`config.mk`:
```
export PLATFORM = sky130hd
export DESIGN_NAME = fetch_queue
export DESIGN_NICKNAME = d
export VERILOG_FILES = /design/src/rtl/fetch_queue.sv
export SDC_FILE = /design/constraint.sdc
export NUM_CORES = 1
export LEC_CHECK = 0
export CAP_MARGIN = 20
export CORE_MARGIN = 2
export CORE_UTILIZATION = 35
export DETAILED_ROUTE_END_ITERATION = 8
export HOLD_SLACK_MARGIN = 0.06
export SYNTH_ARGS = -nofsm -noshare
export SYNTH_HDL_FRONTEND = slang
export SYNTH_SLANG_ARGS = --single-unit
```
`constraint.sdc`:
```
create_clock -name clk -period 2.4 [get_ports clk]
set_input_delay 0.48 -clock clk [delete_from_list [all_inputs] [get_ports clk]]
set_output_delay 0.48 -clock clk [all_outputs]
set_load 0.02 [all_outputs]
```
`src/rtl/fetch_queue.sv`:
```
// fetch_queue: instruction fetch unit feeding a DEPTH-entry FIFO for decode.
// Optional halt-on-opcode-F behaviour is enabled by defining FETCH_HALT_EN.
//
// Ports:
//   clk           - sole clock, rising edge
//   reset         - asynchronous reset, active low
//   mem_req       - instruction memory read request (FETCH state only)
//   mem_addr      - fetch PC, stable while mem_req=1
//   mem_valid     - read data valid for mem_addr, sampled only with mem_req=1
//   mem_rdata     - instruction word {opcode[7:4], operand[3:0]}
//   instr_valid   - queue head holds a valid instruction
//   instr_ready   - decode accepts the head entry
//   instr_opcode  - head opcode
//   instr_operand - head operand
//   instr_pc      - address the head instruction was fetched from
//   redirect      - flush queue and restart fetch at redirect_addr
//   redirect_addr - new fetch address
//   halted        - fetch stopped by a halt opcode (0 without FETCH_HALT_EN)

module fetch_queue #(
    parameter int DEPTH = 4
) (
    input  logic       clk,
    input  logic       reset,
    output logic       mem_req,
    output logic [3:0] mem_addr,
    input  logic       mem_valid,
    input  logic [7:0] mem_rdata,
    output logic       instr_valid,
    input  logic       instr_ready,
    output logic [3:0] instr_opcode,
    output logic [3:0] instr_operand,
    output logic [3:0] instr_pc,
    input  logic       redirect,
    input  logic [3:0] redirect_addr,
    output logic       halted
);

    localparam int PW = $clog2(DEPTH);
    localparam int CW = PW + 1;

    localparam logic [CW-1:0] FULL  = CW'(DEPTH);
    localparam logic [CW-1:0] ONE_C = CW'(1);
    localparam logic [PW-1:0] ONE_P = PW'(1);

    typedef enum logic [1:0] {
        FETCH      = 2'd0,
        WAIT_SPACE = 2'd1
`ifdef FETCH_HALT_EN
        ,
        HALT       = 2'd2
`endif
    } state_t;

    state_t state;
    state_t state_n;

    logic [3:0]    pc;
    logic [CW-1:0] count;
    logic [CW-1:0] count_n;
    logic [PW-1:0] rd_ptr;
    logic [PW-1:0] wr_ptr;
    logic [PW-1:0] rd_nxt;

    // Entry layout: {pc[11:8], opcode[7:4], operand[3:0]}
    logic [11:0] q [DEPTH];
    logic [11:0] head;
    logic [11:0] new_entry;

    logic push;
    logic pop;

    // Gated by reset so no request is visible while reset is held.
    assign mem_req     = reset && (state == FETCH);
    assign mem_addr    = pc;
    assign instr_valid = (count != '0);

    assign push      = mem_req && mem_valid && !redirect;
    assign pop       = instr_valid && instr_ready;
    assign rd_nxt    = rd_ptr + ONE_P;
    assign new_entry = {pc, mem_rdata};

    assign instr_pc      = head[11:8];
    assign instr_opcode  = head[7:4];
    assign instr_operand = head[3:0];

`ifdef FETCH_HALT_EN
    logic halt_op;
    assign halt_op = (mem_rdata[7:4] == 4'hF);
    assign halted  = (state == HALT);
`else
    assign halted  = 1'b0;
`endif

    always_comb begin
        count_n = count;
        if (push && !pop) begin
            count_n = count + ONE_C;
        end else if (!push && pop) begin
            count_n = count - ONE_C;
        end
    end

    // FETCH is only ever entered with count < DEPTH, so a push never
    // overflows and no response is ever dropped.
    always_comb begin
        state_n = state;
        if (redirect) begin
            state_n = FETCH;
        end else begin
            unique case (state)
                FETCH: begin
                    if (push) begin
                        if (count_n == FULL) begin
                            state_n = WAIT_SPACE;
                        end
`ifdef FETCH_HALT_EN
                        if (halt_op) begin
                            state_n = HALT;
                        end
`endif
                    end
                end
                WAIT_SPACE: begin
                    if (count_n < FULL) begin
                        state_n = FETCH;
                    end
                end
`ifdef FETCH_HALT_EN
                HALT: begin
                    state_n = HALT;
                end
`endif
                default: begin
                    state_n = FETCH;
                end
            endcase
        end
    end

    always_ff @(posedge clk or negedge reset) begin
        if (!reset) begin
            state  <= FETCH;
            pc     <= 4'd0;
            count  <= '0;
            rd_ptr <= '0;
            wr_ptr <= '0;
            head   <= 12'd0;
        end else begin
            state <= state_n;
            if (redirect) begin
                pc     <= redirect_addr;
                count  <= '0;
                rd_ptr <= '0;
                wr_ptr <= '0;
            end else begin
                count <= count_n;
                if (push) begin
                    pc     <= pc + 4'd1;
                    wr_ptr <= wr_ptr + ONE_P;
                end
                if (pop) begin
                    rd_ptr <= rd_nxt;
                end
                // Head register tracks the entry at the read pointer after
                // this edge; a push into an (about to be) empty queue goes
                // straight to the head for single-cycle latency.
                if (push && (count == '0 ||
                             (count == ONE_C && pop))) begin
                    head <= new_entry;
                end else if (pop && count > ONE_C) begin
                    head <= q[rd_nxt];
                end
            end
        end
    end

    always_ff @(posedge clk) begin
        if (push) begin
            q[wr_ptr] <= new_entry;
        end
    end

endmodule

```
# Yosys cells after proc, flatten, opt, wreduce, memory -nomap -nowiden
# Memories as Yosys holds them, arrays and structs flattened.
# Index checks and enable logic that the tools add are counted.
totals:
  elab_cells: 60
  register_bits: 25
  mem_count: 1
  mem_bits_rw: 48
mem_list:
  columns: ["name", "depth", "word_bits", "rd", "rd_clocked_by_memory_dff", "write_ports", "line", "text"]
  rows:
  - ["q", 4, 12, 1, 0, 1, "66", "logic [11:0] q [DEPTH];"]
classes:
  n_reduce_logical: 21
  magnitude_cmp: 2
  n_mux: 18
  bitwise_logic: 1
  add_sub_neg: 5
  n_eq_ne: 6
op_table:
  columns: ["op", "count"]
  rows:
  - ["$mux W12", 2]
  - ["$mux W2", 8]
  - ["$logic_and A1 B1 Y1", 9]
  - ["$mux W3", 3]
  - ["$mux W4", 2]
  - ["$ne A3 B3 Y1 const B", 2]
  - ["$reduce_bool A2 Y1", 3]
  - ["$add A2 B1 Y2 const B", 2]
  - ["$add A4 B1 Y4 const B", 1]
  - ["$pmux W2 S2", 1]
  - ["$add A3 B1 Y3 const B", 1]
  - ["$eq A3 B1 Y1 const B", 1]
  - ["$eq A3 B3 Y1 const B", 1]
  - ["$gt A3 B1 Y1 const B", 1]
  - ["$logic_not A1 Y1", 3]
  - ["$logic_not A3 Y1", 1]
  - ["$lt A3 B3 Y1 const B", 1]
  - ["$ne A3 B2 Y1 const B", 1]
  - ["$reduce_and A3 Y1", 1]
  - ["$reduce_bool A3 Y1", 1]
  - ["$sub A3 B1 Y3 const B", 1]
  - ["$eq A2 B1 Y1 const B", 1]
  - ["$logic_not A2 Y1", 1]
  - ["$mux W1", 2]
  - ["other kinds (3)", 3]

# Logic depth before layout (Yosys ltp)
depth:
  ltp_word: 13
  ltp_mapped: 8

# Worst setup path before layout
# Ideal clock, no wire load.
synth_timing:
  kind: "reg2reg"
  from: "reg count[1]"
  to: "reg state[0]"
  stages_incl_launch_ff: 8
  slack_ns: 0.555
  setup_time_ns: 0.087
  arrival_time_ns: 1.758
  n_path_buf: 1
  required_time_ns: 2.313
  path_cell_list: "dfrtp_1 inv_1 ha_1 nand2b_1 buf_6 and4_4 or4b_1 a22oi_1"
synth_via:
  elab_chain_len: 8
  elab_cells_between_ends: 14
synth_lines:
  columns: ["item", "line", "text"]
  rows:
  - ["start: declaration", "59", "logic [CW-1:0] count;"]
  - ["start signal: assignment", "157", "count <= count_n;"]
  - ["$reduce_bool A3 Y1 *", "76", "assign instr_valid = (count != '0);"]
  - ["named net instr_valid", "29", "output logic instr_valid,"]
  - ["$logic_and A1 B1 Y1 *", "79", "assign pop = instr_valid && instr_ready;"]
  - ["$logic_and A1 B1 Y1 / $logic_not A1 Y1 (equally long branches)", "99, 97", null]
  - ["$mux W3 / $logic_and A1 B1 Y1 (equally long branches)", "99, 97", null]
  - ["$mux W3 *", "97", "if (push && !pop) begin"]
  - ["$lt A3 B3 Y1 / $eq A3 B3 Y1 (equally long branches)", "125, 114", null]
  - ["$ne A3 B3 Y1 (no source line) / $ne A3 B2 Y1 (equally long branches)", null, null]
  - ["$reduce_and A3 Y1 (no source line) *", null, null]
  - ["end signal: assignment", "150", "state <= state_n;"]
  - ["end: declaration", "55", "state_t state;"]
# The timed path passes the listed nets; every way through them passes the cells marked *.
# A chain may end at the register's enable or synchronous reset.

# Final worst setup path
layout_timing:
  from: "in reset"
  to: "out mem_req"
layout_via:
  elab_chain_len: 1
layout_lines:
  columns: ["item", "line", "text"]
  rows:
  - ["start: declaration", "24", "input logic reset,"]
  - ["$logic_and A1 B1 Y1", "74", "assign mem_req = reset && (state == FETCH);"]
  - ["end: declaration", "25", "output logic mem_req,"]
# No other way between the ends.

==> results.tsv <==
stage	metric	value	unit
place	DPL Wire Length	4010	um
synthesis	simple-gate portion of the synthesized area	7.95	%
clock_tree	clock latency on the worst-skew pair	340	ps
synthesis	Compound-Gate Fraction of Synth Area	7.75	%
floorplan	Die H	98.1	um
layout	share of layout cells above drive strength 1	19.6	%
timing	final clock skew	10.2	ps
critical_path	CP Class	in -> out	
critical_path	Worst Setup Start Kind	input pin	
critical_path	CP max FO	5	
clock_tree	root buf cell	clkbuf_8	
power_and_ir_drop	PD cells	946	nW/um^2
floorplan	row count	34	
critical_path	Critical Path Max Stage Delay	610	ps
layout	Area Growth Syn to Fin	25.5	%
clock_tree	CTS Buf Count	9	
flow_run	maxcap violations	0	
synthesis	main flop type after synthesis	edfxtp_1	
timing	count of final hold-check violations	0	
timing	Max Fclk	0.431	GHz
route	vias per inst	4.98	
timing	fin crit share	96.7	%
clock_tree	clk slew on worst S/H paths	80	ps
critical_path	Arrival @ worst endpoint	1840	ps
critical_path	Setup crit end	mem_req	
route	routed vias	1783	
synthesis	Seq cells post-synth	72	
timing	Fin Setup TNS	0	ps
critical_path	reg-to-reg endpoint	state[0]	
clock_tree	Hold-fix buffers, CTS	0	
clock_tree	CTS tree	built	
timing	setup repair after global routing missed its margin	no	
global_routing	first-pass GRT wire length	9730	um
layout	Net count, final	271	
outcome	outcome	completed	
synthesis	Synth Area in Adders	3.63	%
floorplan	core area	8640	um^2
clock_tree	Clock Path Buffers	2	
critical_path	Crit-path slowest cell	clkdlybuf4s50_1	
route	final WL	6040	um
route	antenna-violating nets left	0	
critical_path	cells on worst reg2reg path	7	
min_path	Hold WC Path Type	reg -> reg	
synthesis	Post-synth EDFFs	48	
synthesis	Synth top area share	46.5	%
power_and_ir_drop	Leak	0.00144	uW
global_routing	vias in the first global route	1882	
timing	setup violators final	0	
synthesis	syn_area_per_cell	15.9	um^2
floorplan	Die ar.	9620	um^2
route	Wirelength per Cell	16.9	um
power_and_ir_drop	Max VDD drop	588	uV
synthesis	Seq/Total Area, Yosys	65.9	%
layout	Finished Layout Cells	358	
timing	post-route minimum period	2320	ps
synthesis	number of library cell types mapped by synthesis	40	
timing	Slew Limit Fails	0	
critical_path	critical-path cell list	clkdlybuf4s50_1 -> nor2b_1 -> clkdlybuf4s50_1	
floorplan	# IOs	36	
clock_tree	Clock Sinks	72	
global_routing	Global Route Usage Sum	13.5	%
critical_path	reg2reg start	count[1]	
synthesis	Post-Synthesis Cells	195	
synthesis	ys async rst share	33.3	%
synthesis	main combinational cell family by area after synthesis	multiplexers	
synthesis	mux share of post-synthesis cell area	9.41	%
critical_path	flop2flop setup slack	360	ps
route	DRC	0	
synthesis	synthesized net count	221	
floorplan	Initial Util	35.9	%
critical_path	CP Launch Point	reset	
layout	ANT cells	0	
critical_path	CP endpoint kind	primary output	
timing	Least-Margin Pin Slew	617	ps
critical_path	most frequent CP cell	clkdlybuf4s50_1	
global_routing	initial antenna violation count	0	
timing	Worst slew margin	58.8	%
synthesis	yosys warns	0	
synthesis	biggest area consumer among synthesized cells	edfxtp_1	
synthesis	ranking of synthesized cells by area	edfxtp_1, dfrtp_1, mux4_2	
layout	Final Util	45.0	%
clock_tree	# H-tree levels	3	
route	DRT iter0 DRCs	113	
synthesis	Cell Area, Synth	3100	um^2
place	Port Buffers	34	
global_routing	GRT overflow	0	
floorplan	Die Wd	98.1	um
global_routing	largest net degree at the start of global routing	17	
critical_path	WP data required	1920	ps
place	placed cell count	342	
synthesis	area share of xor/xnor cells in the synthesized design	2.26	%
route	drt first pass iters	4	
place	Final GP Congestion	0.849	
## power breakdown
| part | switching, uW | leakage, uW | internal (uW) | total [uW] |
|---|---|---|---|---|
| logic | 502 | 0.000607 | 589 | 1090 |
| registers | 166 | 0.000739 | 1480 | 1640 |
| clock network | 463 | 0.0000929 | 484 | 947 |
| total | 1130 | 0.00144 | 2550 | 3680 |
## timing repair
item / in CTS / in global routing
gates resized for setup: 0 / 1
setup buffers: 0 / 0
endpoints found under the setup margin: 0 / 1
## layer usage
| metal | share of wire (%) | vias to the layer above | GRT usage [%] |
|---|---|---|---|
| met3 | 4.8 | 9 | 4.94 |
| met2 | 48 | 45 | 21.9 |
| met4 | 1.2 | 0 | 3.63 |
| met1 | 46 | 883 | 17.2 |
| met5 | 0 | - | 0 |
| li1 | - | 846 | - |
## area by class of cell
class | instances | area, um^2
inverters | 9 | 33.8
well taps | 108 | 135
multi-input cells | 103 | 971
repair buffers | 50 | 513
fillers | 768 | 4750
clock inverters | 6 | 67.6
flip-flops and latches | 72 | 2040
clock buffers | 10 | 128
## synthesized netlist by cell type, types with 2 or more instances
cell      count
edfxtp_1     48
dfrtp_1      24
mux4_2       12
nor2b_1      12
a221o_1      11
nand2_1      10
ha_1          9
inv_1         9
nor2_1        7
o21ai_0       6
clkbuf_1      5
xnor2_1       5
and3_1        4
xor2_1        3
a211oi_1      2
a21oi_1       2
buf_2         2
buf_4         2
## stage by stage
step / hold slack (ps) / area, um^2 / setup slack (ps) / total power (uW)
after floorplan: 184 / 3100 / 555 / 2330
after global placement: 496 / 3690 / 74.7 / 2770
after detailed placement: 502 / 3690 / 49.5 / 2780
after CTS: 522 / 3890 / 59.1 / 3740
after global routing: 533 / 3890 / 30.9 / 3880
final: 516 / 3890 / 78.2 / 3680
## sequential cells by signal (all words and copies together) (netlist names)
signal / count
rd_ptr: 2
head: 12
state: 1
count: 3
mem_addr: 4
wr_ptr: 2
q: 48
## layout by cell type (no fill, tap or decap), drive strengths merged, types with 2 or more instances in the layout
cell,count
a211oi,2
a21oi,2
a221o,11
and3,4
and4,2
buf,16
clkbuf,10
clkdlybuf4s50,33
clkinv,2
clkinvlp,2
dfrtp,24
edfxtp,48
ha,9
inv,10
mux4,12
nand2,10
nor2,7
nor2b,12
o21ai,6
xnor2,5
xor2,3
## logic make-up (layout without fill, tap and decap cells)
logic type,after synthesis,after routing
DFF,72,72
AOI/OAI and AO/OA,29,29
adders and majority gates,9,9
other,1,1
xor gates and xnor gates,8,8
buffers and inverters,20,75
muxes,14,14
and+or+nand+nor,42,42
## worst max-delay path: cells and delay by family
family | cells | cell delay [ps]
and+or+nand+nor | 1 | 170
buffers and inverters | 2 | 1190
## worst min path at each step
stage / from / endpoint / slack [ps] / cells after the start
finish: head[4] / head[4] / 520 / 1
global route: head[2] / head[2] / 530 / 1
CTS: head[4] / head[4] / 520 / 1
detailed placement: head[4] / head[4] / 500 / 1
global placement: head[4] / head[4] / 500 / 1
floorplan: reset / count[0] / 180 / 0
(Power assumes the default switching activity.)
